[src/rtl/mux_pkg.sv]
// Shared defaults for the registered N:1 select and its error counter.
// Latency: none (constants and a pure function only).
// Backpressure: not applicable.
//
// Contents:
//   DATA_W_DFLT / N_IN_DFLT / SEL_W_DFLT : default sizing of mux_reg_n
//   ERR_CNT_W / ERR_CNT_MAX              : width and saturation value of err_cnt
//   sat_inc()                            : saturating increment for err_cnt
package mux_pkg;

   localparam int DATA_W_DFLT = 64;
   localparam int N_IN_DFLT   = 4;
   localparam int SEL_W_DFLT  = 4;

   localparam int                   ERR_CNT_W   = 8;
   localparam logic [ERR_CNT_W-1:0] ERR_CNT_MAX = '1;

   // Count up by one, parking at ERR_CNT_MAX instead of wrapping to zero.
   function automatic logic [ERR_CNT_W-1:0] sat_inc(input logic [ERR_CNT_W-1:0] v);
      return (v == ERR_CNT_MAX) ? v : v + 1'b1;
   endfunction

endpackage

[src/rtl/mux_n.sv]
// Combinational N_IN:1 word select; out-of-range indices yield DFLT.
// Latency: 0 cycles (pure combinational).
// Backpressure: none; the caller decides when the result is captured.
//
// Ports:
//   in_data  [N_IN*DATA_W]  flattened words, word k at [k*DATA_W +: DATA_W]
//   sel      [SEL_W]        word index
//   dat      [DATA_W]       selected word, or DFLT when sel >= N_IN
//   in_range [1]            high when sel < N_IN
module mux_n
   import mux_pkg::*;
#(
   parameter int                DATA_W = DATA_W_DFLT,
   parameter int                N_IN   = N_IN_DFLT,
   parameter int                SEL_W  = SEL_W_DFLT,
   parameter logic [DATA_W-1:0] DFLT   = '0
) (
   input  logic [N_IN*DATA_W-1:0] in_data,
   input  logic [SEL_W-1:0]       sel,
   output logic [DATA_W-1:0]      dat,
   output logic                   in_range
);

   // Defaults cover every sel value that matches no input, so the
   // out-of-range case needs no explicit branch and no latch can form.
   always_comb begin
      dat      = DFLT;
      in_range = 1'b0;
      for (int k = 0; k < N_IN; k++) begin
         if (sel == SEL_W'(k)) begin
            dat      = in_data[k*DATA_W +: DATA_W];
            in_range = 1'b1;
         end
      end
   end

endmodule

[src/rtl/mux_reg_n.sv]
// Registered N_IN:1 select with valid/ready handshake and out-of-range select tracking.
// Latency: 1 cycle from accept (in_valid && in_ready) to out_valid.
// Backpressure: single output register; in_ready = !out_valid || out_ready, full throughput.
//
// Ports:
//   clk, reset            clock; synchronous active-high reset (dominates all inputs)
//   in_data, sel          flattened input words and word index, captured on accept
//   in_valid / in_ready   input handshake
//   out_data, out_sel     registered selected word and the sel that produced it
//   out_valid / out_ready output handshake
//   sel_err               sticky: an out-of-range sel has been accepted
//   err_clr               clears sel_err and err_cnt (a simultaneous error wins)
//   err_cnt               saturating count of accepted out-of-range selects
module mux_reg_n
   import mux_pkg::*;
#(
   parameter int                DATA_W = DATA_W_DFLT,
   parameter int                N_IN   = N_IN_DFLT,   // legal 2..16
   parameter int                SEL_W  = SEL_W_DFLT,  // needs 2**SEL_W >= N_IN
   parameter logic [DATA_W-1:0] DFLT   = '0
) (
   input  logic                   clk,
   input  logic                   reset,
   input  logic [N_IN*DATA_W-1:0] in_data,
   input  logic [SEL_W-1:0]       sel,
   input  logic                   in_valid,
   output logic                   in_ready,
   output logic [DATA_W-1:0]      out_data,
   output logic [SEL_W-1:0]       out_sel,
   output logic                   out_valid,
   input  logic                   out_ready,
   output logic                   sel_err,
   input  logic                   err_clr,
   output logic [ERR_CNT_W-1:0]   err_cnt
);

   logic              accept;
   logic              xfer_out;
   logic [DATA_W-1:0] mux_dat;
   logic              mux_in_range;

   // Register is free when empty or being drained this same cycle.
   assign in_ready = !out_valid || out_ready;
   assign accept   = in_valid && in_ready;
   assign xfer_out = out_valid && out_ready;

   mux_n #(
      .DATA_W (DATA_W),
      .N_IN   (N_IN),
      .SEL_W  (SEL_W),
      .DFLT   (DFLT)
   ) u_mux_n (
      .in_data  (in_data),
      .sel      (sel),
      .dat      (mux_dat),
      .in_range (mux_in_range)
   );

   // Output stage. data/sel only move on accept, so an idle or stalled
   // producer never disturbs the held word.
   always_ff @(posedge clk) begin
      if (reset) begin
         out_valid <= 1'b0;
         out_data  <= '0;
         out_sel   <= '0;
      end else if (accept) begin
         out_valid <= 1'b1;
         out_data  <= mux_dat;
         out_sel   <= sel;
      end else if (xfer_out) begin
         out_valid <= 1'b0;
      end
   end

   // Error tracking. An out-of-range accept in the same cycle as err_clr
   // restarts the count at one rather than being lost.
   always_ff @(posedge clk) begin
      if (reset) begin
         sel_err <= 1'b0;
         err_cnt <= '0;
      end else if (accept && !mux_in_range) begin
         sel_err <= 1'b1;
         err_cnt <= err_clr ? ERR_CNT_W'(1) : sat_inc(err_cnt);
      end else if (err_clr) begin
         sel_err <= 1'b0;
         err_cnt <= '0;
      end
   end

endmodule

[config.mk]
export PLATFORM = sky130hd
export DESIGN_NAME = mux_reg_n
export DESIGN_NICKNAME = d
export VERILOG_FILES = /design/src/rtl/mux_pkg.sv /design/src/rtl/mux_n.sv /design/src/rtl/mux_reg_n.sv
export SDC_FILE = /design/constraint.sdc
export NUM_CORES = 1
export LEC_CHECK = 0
export CORE_AREA = 2 2 133 135
export CTS_BUF_LIST = sky130_fd_sc_hd__clkbuf_4 sky130_fd_sc_hd__clkbuf_8 sky130_fd_sc_hd__clkbuf_16
export CTS_CLUSTER_DIAMETER = 40
export DETAILED_ROUTE_END_ITERATION = 6
export DIE_AREA = 0 0 135 137
export HOLD_SLACK_MARGIN = 0.03
export PLACE_DENSITY_LB_ADDON = 0.05
export SLEW_MARGIN = 0
export SYNTH_ARGS = -nofsm -noshare
export SYNTH_HDL_FRONTEND = slang
export SYNTH_SLANG_ARGS = --single-unit
[constraint.sdc]
create_clock -name clk -period 1.67 [get_ports clk]
set_input_delay 0.334 -clock clk [delete_from_list [all_inputs] [get_ports clk]]
set_output_delay 0.334 -clock clk [all_outputs]
set_load 0.01 [all_outputs]
# After elaboration in Yosys (flattened, before gate mapping)
# Index checks and enable logic that the tools add are counted.
# word_totals
reg_bits	78
out_inout_bits	79
# classes
add_sub_neg	1
eq_ne	5
n_mux	16
n_reduce_logical	10
# ops
operator	count
two-way mux 64 bit	4
two-way mux 8 bit	4
adder 8 x 1 -> 8 bit, second input constant	1
equality test 4 x 2 -> 1 bit, second input constant	2
equality test 8 bit, second input constant	1
two-way mux 1 bit	8
equality test 4 x 1 -> 1 bit, second input constant	1
zero test 4 bit	1
nonzero test 2 bit	2
logical AND 1 bit	3
zero test 1 bit	2
inequality test 2 bit, second input constant	1
AND reduction 2 bit	1
logical OR 1 bit	1

# Longest topological paths before layout
# Gate-level depths: netlist of the first run.
# depth
depth_word	9
depth_mapped	7

# Hierarchy
# A second synthesis of the first run with hierarchy kept.
# unflattened
cells_unflattened	580
area_unflattened_um2	4759.6
# by_module_without_submodules
module	instances	cells_per_inst	area_each_um2	seq_area_each_um2
mux_reg_n	1	357	2854.0	1561.5
mux_n	1	223	1905.6	0.0

# Least setup slack after synthesis of the first run
# OpenSTA, ideal clock, no wires.
# synth_path
path_kind	register -> register
startpoint	register err_cnt[0]
endpoint	register err_cnt[4]
setup_time_ns	0.070
arrival_ns	1.516
required_ns	1.600
setup_slack_ns	0.084
path_stages_with_launch	6
n_path_buf	1
cell_sequence	dfxtp_1 > ha_1 > and4_4 > buf_6 > or4_1 > a21oi_1
# synth_between
elab_chain_cells	4
word_cells_on_any_way	7
classes_between	add/sub (1); eq/ne (2); mux (3); reduce/logical (1)
# synth_rtl
element	line	source
start, declared	mux_reg_n.sv:34	output logic [ERR_CNT_W-1:0] err_cnt
start signal, assigned	mux_reg_n.sv:83	err_cnt <= err_clr ? ERR_CNT_W'(1) : sat_inc(err_cnt);
adder 8 x 1 -> 8 bit	mux_pkg.sv:20	return (v == ERR_CNT_MAX) ? v : v + 1'b1;
two-way mux 8 bit	mux_pkg.sv:20	
two-way mux 8 bit	mux_reg_n.sv:83	
two-way mux 8 bit	mux_reg_n.sv:81	end else if (accept && !mux_in_range) begin
# Several ways; a longest one is shown, not always the timed one. The select of a mux whose other input is x is not followed.
# A chain may end at the register's enable or synchronous reset.

# Final worst setup path of the first run
# layout_path
startpoint	register err_cnt[1]
endpoint	output err_cnt[1]
# No word-level cell between the ends.

==> results of run 1 <==
## power breakdown
group | internal [mW] | switching [mW] | total (mW) | leakage (nW)
Sequential | 1.94 | 0.0419 | 1.99 | 0.639
Clock | 1.76 | 0.791 | 2.55 | 0.189
Combinational | 1.05 | 0.567 | 1.62 | 2.46
Total | 4.75 | 1.40 | 6.15 | 3.28
## timing repair
| action | 4_1_cts | 5_1_grt |
|---|---|---|
| endpoints found under the setup margin | 40 | 44 |
| hold buffers | 0 | 0 |
| gates cloned | 0 | 1 |
| gates resized for setup | 7 | 5 |
| pin swaps | 0 | 1 |
| setup buffers | 0 | 2 |
## worst min path at each step
stage | endpoint | slack (ps)
finish | out_sel[2] | 310
global route | err_cnt[7] | 320
CTS | err_cnt[7] | 300
detailed placement | out_data[37] | 450
global placement | out_sel[0] | 450
floorplan | out_sel[2] | 470
## state kept, by name (all words and copies together), names as in the netlist
name and flops:
out_sel 4, out_valid 1, err_cnt 8, out_data 64, sel_err 1
## cells by family after synthesis
kind of cell / count (synthesis)
and+or+nand+nor: 131
adders and majority gates: 1
muxes: 64
buffers and inverters: 48
AOI/OAI and AO/OA: 120
DFF: 78
## metal layers
layer  GRT usage  vias up  share of wire
li1            -     2409              -
met1       0.208     2361           0.37
met2       0.377      234           0.53
met3      0.0496       30          0.072
met4      0.0839        0          0.030
met5           0        -              0
## layout make-up
cell class | instances | area, um2
Timing Repair Buffer | 384 | 3950
Multi-Input combinational cell | 316 | 2830
Clock buffer | 9 | 225
Sequential cell | 78 | 1570
Clock inverter | 7 | 160
Fill cell | 1511 | 8040
Tap cell | 225 | 282
Inverter | 3 | 11.3
## placed cells by master (no fill, tap or decap), types with 12 or more instances in the layout
| master | count |
|---|---|
| clkdlybuf4s50_1 | 333 |
| nor2_1 | 77 |
| dfxtp_1 | 74 |
| mux4_2 | 34 |
| a22oi_1 | 34 |
| buf_4 | 27 |
| mux2i_1 | 26 |
| a211oi_2 | 20 |
| nand2_1 | 16 |
| a21oi_1 | 16 |
| a221oi_1 | 16 |
| buf_12 | 15 |
| nor2_4 | 12 |
## worst min-delay path: stages
cell            delay [ps]
dlymetal6s2s_1         150
nand2_1                 70
a21oi_1                 50
## stage by stage
| step | utilization | worst slack (ps) | std cells | power [mW] | instance area, um2 |
|---|---|---|---|---|---|
| floorplan | - | 84.1 | 442 | 2.64 | 4650 |
| global placement | 0.503 | -406 | 1003 | 3.62 | 8570 |
| detailed placement | 0.503 | -421 | 1003 | 3.65 | 8570 |
| CTS | 0.526 | 3.69 | 1019 | 6.23 | 8960 |
| global route | 0.529 | 0.964 | 1022 | 6.41 | 9020 |
| finish | 0.529 | 56.9 | 1022 | 6.15 | 9020 |
==> impl_results.md, run 1 <==
- Status: finished, final reports clean
- R2R Path Start: err_cnt[1]
- Synthesis-to-layout area growth: 93.8%
- Max incr delay on CP: slightly below 600 ps
- Io pins: about 340
- Most instantiated library cell after synthesis: dfxtp_1
- Final WL: between 15 and 20 mm
- First-pass GRT wire length: 28.2 mm
- Number of flops mapped to enable cells by yosys: 0
- Synthesized instance count: 442
- Synth Area in Compound Gates: 0.228
- Pins Over Slew Limit: 0
- Largest net degree at the start of global routing: between 70 and 80
- Final hold violations: 0
- Crit path max-delay family: buffers and inverters
- Share of layout cells above drive strength 1: 0.191
- R2r setup slk: 90 ps
- Synth top cells by count: dfxtp_1, nor2_1, a22oi_1, mux4_2, mux2i_1
- Synth area leader: dfxtp_1
- Vias in the first global route: around 5,300
- CTS Sinks: 78
- Die X: 135 um
- XOR/XNOR Fraction of Synth Area: 0
- Syn_nets: between 700 and 800
- Largest family of logic cells by synthesized area: multiplexers
- Max IR drop VDD: 0.536 mV
- 1st-iter DRT viols: 184
- Hold Path Stages: 3
- DR WL/cell: around 18 um
- Slew @ Worst Pin: between 300 and 400 ps
- Min-delay src: sel[2]
- Critical path arrival: 1280 ps
- First-pass DRT Iterations: 4
- Total CTS buffers: 9
- Gpl congestion: slightly above 0.8
- Clk root buf: clkbuf_16
- Worst reg-to-reg path cell count: 4
- CP Buf/Inv Count: 1
- Setup TNS: 0 ps
- Multiplexer area fraction after synthesis: 0.230
- PortBufs: roughly 340
- Post-synthesis cell area: around 4700 um2
- RSZ-0062 raised after global routing: no
- Die H: between 100 and 150 um
- Top FF cell, synth: dfxtp_1
- Asr flop ratio synth: 0
- Full die area: approximately 18,000 um2
- Register bit total from synthesis: between 70 and 80
- Residual DRC count: 0
- Core Footprint: between 15,000 and 20,000 um2
- Yosys warns: 0
- Worst path required time: between 1000 and 1500 ps
- PD cells: ~680 nW/um2
- Netlist cell types: between 40 and 50
- CTS clk-pin slew, worst paths: around 60 ps
- Antenna cells: 0
- Max cap viols: 0
- Critical path peak fanout: 4
- Sequential-to-total area share from yosys stat: 0.336
- Max Root-Sink Buffers: 2
- Grt ovf: 0
- WS Path Type: reg -> out
- Slowest cell on crit path: clkdlybuf4s50_1
- Period utilisation layout: 0.966
- Skew final: 5.06 ps
- Row count: 48
- Vias: roughly 5,000
- ANT nets after route: 0
- Nature of the critical path startpoint: register
- Crit path to: err_cnt[1]
- Yosys top cell area share: 0.336
- HP Class: in -> reg
- Post-Synth Simple-Gate Area: 0.144
- CP Capture Type: output pin
- Syn Area/Cell: ~11 um2
- Critical Path Start: err_cnt[1]
- WP depth: 1
- CTS tree: yes
- Synth Area in Adders: 0.00269
- Worst-Skew Late Latency: about 340 ps
- Synth area leaders: dfxtp_1, mux4_2, nor2_1
- Worst hold slack: a little over 300 ps
- DP HPWL: about 15 mm
- H-tree depth: 3
- Leak: approximately 3.3 nW
- CP Cell Sequence: clkdlybuf4s50_1
- Initial core utilization: 0.273
- GRT Overall Usage: 0.199
- Initial antenna violation count: 0
- Maximum achievable frequency: 620 MHz
- Layout Nets: between 1,000 and 1,500
- Vias/cell: about 4.9
- Final Critical Period: between 1500 and 2000 ps
- Rel. slew slack: 0.733
- Setup violators final: 0
- RR Endpoint: err_cnt[3]
No activity file was read; power rests on OpenSTA's default activity.
==> run 2, diff against run 1 <==
--- a/config.mk
+++ b/config.mk
@@ -5,11 +5,11 @@
 export SDC_FILE = /design/constraint.sdc
 export NUM_CORES = 1
 export LEC_CHECK = 0
-export CORE_AREA = 2 2 133 135
-export CTS_BUF_LIST = sky130_fd_sc_hd__clkbuf_4 sky130_fd_sc_hd__clkbuf_8 sky130_fd_sc_hd__clkbuf_16
+export CORE_AREA = 2 2 135 137
+export CTS_BUF_LIST = sky130_fd_sc_hd__clkbuf_4
 export CTS_CLUSTER_DIAMETER = 40
 export DETAILED_ROUTE_END_ITERATION = 6
-export DIE_AREA = 0 0 135 137
+export DIE_AREA = 0 0 137 139
 export HOLD_SLACK_MARGIN = 0.03
 export PLACE_DENSITY_LB_ADDON = 0.05
 export SLEW_MARGIN = 0
==> impl_results.md, run 2 (synthesized netlist as in run 1, its figures left out) <==
- Worst Hold End: out_data[13]
- Most frequent cells in the layout: clkdlybuf4s50_1, dlygate4sd2_1, nor2_1, dfxtp_1
- Commonest non-fill, non-tap cell in the layout: clkdlybuf4s50_1
- Die X: between 100 and 150 um
- Placed Area: 8600 um2
- GRT Overall Usage: 0.192
- Met3 WL post-DR: between 1.5 and 2 mm
- Largest net degree at the start of global routing: 67
- Gpl congestion: 0.770
- Worst path required time: 2030 ps
- Max reg flops: 64
- Synthesis-to-layout area growth: 86.6%
- Critical path peak fanout: 26
- RSZ-0062 raised after global routing: no
- Total CTS buffers: 9
- R2R Path Start: err_cnt[1]
- Final Cell Area: just under 9000 um2
- Critical Path Start: sel[3]
- Largest Register: out_data
- Max Root-Sink Buffers: 2
- Vias/cell: roughly 5
- RR Endpoint: err_cnt[3]
- Residual DRC count: 0
- CTS clk-pin slew, worst paths: between 100 and 150 ps
- Pins Over Slew Limit: 0
- Skew final: 18.4 ps
- Status: finished, final reports clean
- CTS Sinks: 78
- Grt ovf: 0
- Top Layer Used: met4
- Final hold violations: 0
- Rel. slew slack: 0.752
- Hold_buf cts: 0
- CTS tree: yes
- Period utilisation layout: 0.945
- Full die area: 19,000 um2
- H-tree depth: 3
- PD cells: 556 nW/um2
- WS Path Type: in -> reg
- Min-delay src: reset
- Worst-Skew Late Latency: approximately 440 ps
- Initial antenna violation count: 1
- 1st-iter DRT viols: between 100 and 150
- PortBufs: roughly 340
- Max cap viols: 0
- Initial core utilization: 0.264
- Layout Nets: 1,056
- Core Footprint: roughly 18,000 um2
- R2r setup slk: 100 ps
- Vias in the first global route: around 5,100
- Post-Route M1 WL: 7.04 mm
- Io pins: between 300 and 400
- Row count: a little under 50
- Worst reg-to-reg path cell count: 4
- Regs by FF count: out_data (64), err_cnt (8), out_sel (4)
- ANT nets after route: 0
- Max IR drop VDD: 0.359 mV
- Maximum achievable frequency: about 630 MHz
- Clk root buf: clkbuf_4
- DP HPWL: 15.1 mm
- Nature of the critical path startpoint: input port
- Vias: around 5,000
- Final WL: 18.8 mm
- DR WL/cell: approximately 18 um
- Slew @ Worst Pin: 372 ps
- Die H: 139 um
- Hold Path Stages: 2
- Final Critical Period: 1580 ps
- First-pass GRT wire length: 28.0 mm
- Setup violators final: 0
- Met2 WL: about 9.8 mm
- First-pass DRT Iterations: 5
- HP Class: in -> reg
- CP Capture Type: register
- Critical path arrival: between 1500 and 2000 ps
- Placed cells: just over 1,000
- Final std cells w/o fill: between 1,000 and 1,500
- Leak: 3.42 nW
- Share of layout cells above drive strength 1: 0.192
[run 2: cell count changes in the layout (fill, tap and decap cells not counted), moves of 3 or more]
cell / delta
bufinv_16: -3
clkbuf_16: -10
clkbuf_4: +9
clkdlybuf4s50_1: -72
dfxtp_1: -3
dfxtp_4: +4
dlygate4sd2_1: +77
dlymetal6s2s_1: -5
[run 2: worst max path at each step]
stage / end
2_1_floorplan: err_cnt[4]
3_3_place_gp: err_cnt[5]
3_5_place_dp: err_cnt[3]
4_1_cts: err_cnt[0]
5_1_grt: err_cnt[5]
6_report: out_data[45]
[run 2: layer usage]
metal,GRT usage,up-vias
li1,-,2407
met1,0.211,2369
met2,0.351,241
met3,0.0457,25
met4,0.0722,0
met5,0,-
[run 2: power by group]
group          switching, mW  internal (mW)  leakage, nW
clock network          0.697          0.597       0.0794
logic                  0.565          0.993         2.70
registers             0.0380           1.94        0.641
[run 2: critical path, stage by stage]
cell	delay, ps
clkdlybuf4s50_1	440
or3_2	520
buf_12	190
nor2_1	130
a221oi_1	80
a211oi_2	220
[run 2: layout make-up]
class                   instances  area (um2)
clock buffers                   9        67.6
fillers                      1663        8970
diodes                          2        5.00
well taps                     229         287
multi-input cells             316        2830
inverters                       3        11.3
flip-flops and latches         78        1580
clock inverters                 7        88.8
repair buffers                382        3820
[run 2: timing repair]
action	in CTS	in global routing
setup buffers	0	0
resized for setup	90	1
hold endpoints to repair	0	0
endpoints found under the setup margin	79	2
[run 2: per-stage QoR]
step | setup TNS [ps] | hold slack, ps | power (mW) | setup slack [ps] | utilization
2_1_floorplan | 0 | 470 | 2.64 | 84.1 | -
3_3_place_gp | -21770 | 444 | 3.64 | -387 | 0.487
3_5_place_dp | -23650 | 453 | 3.66 | -405 | 0.487
4_1_cts | 0 | 77.1 | 4.93 | 77.1 | 0.491
5_1_grt | 0 | 97.2 | 5.10 | 12.3 | 0.492
6_report | 0 | 130 | 4.83 | 91.7 | 0.492
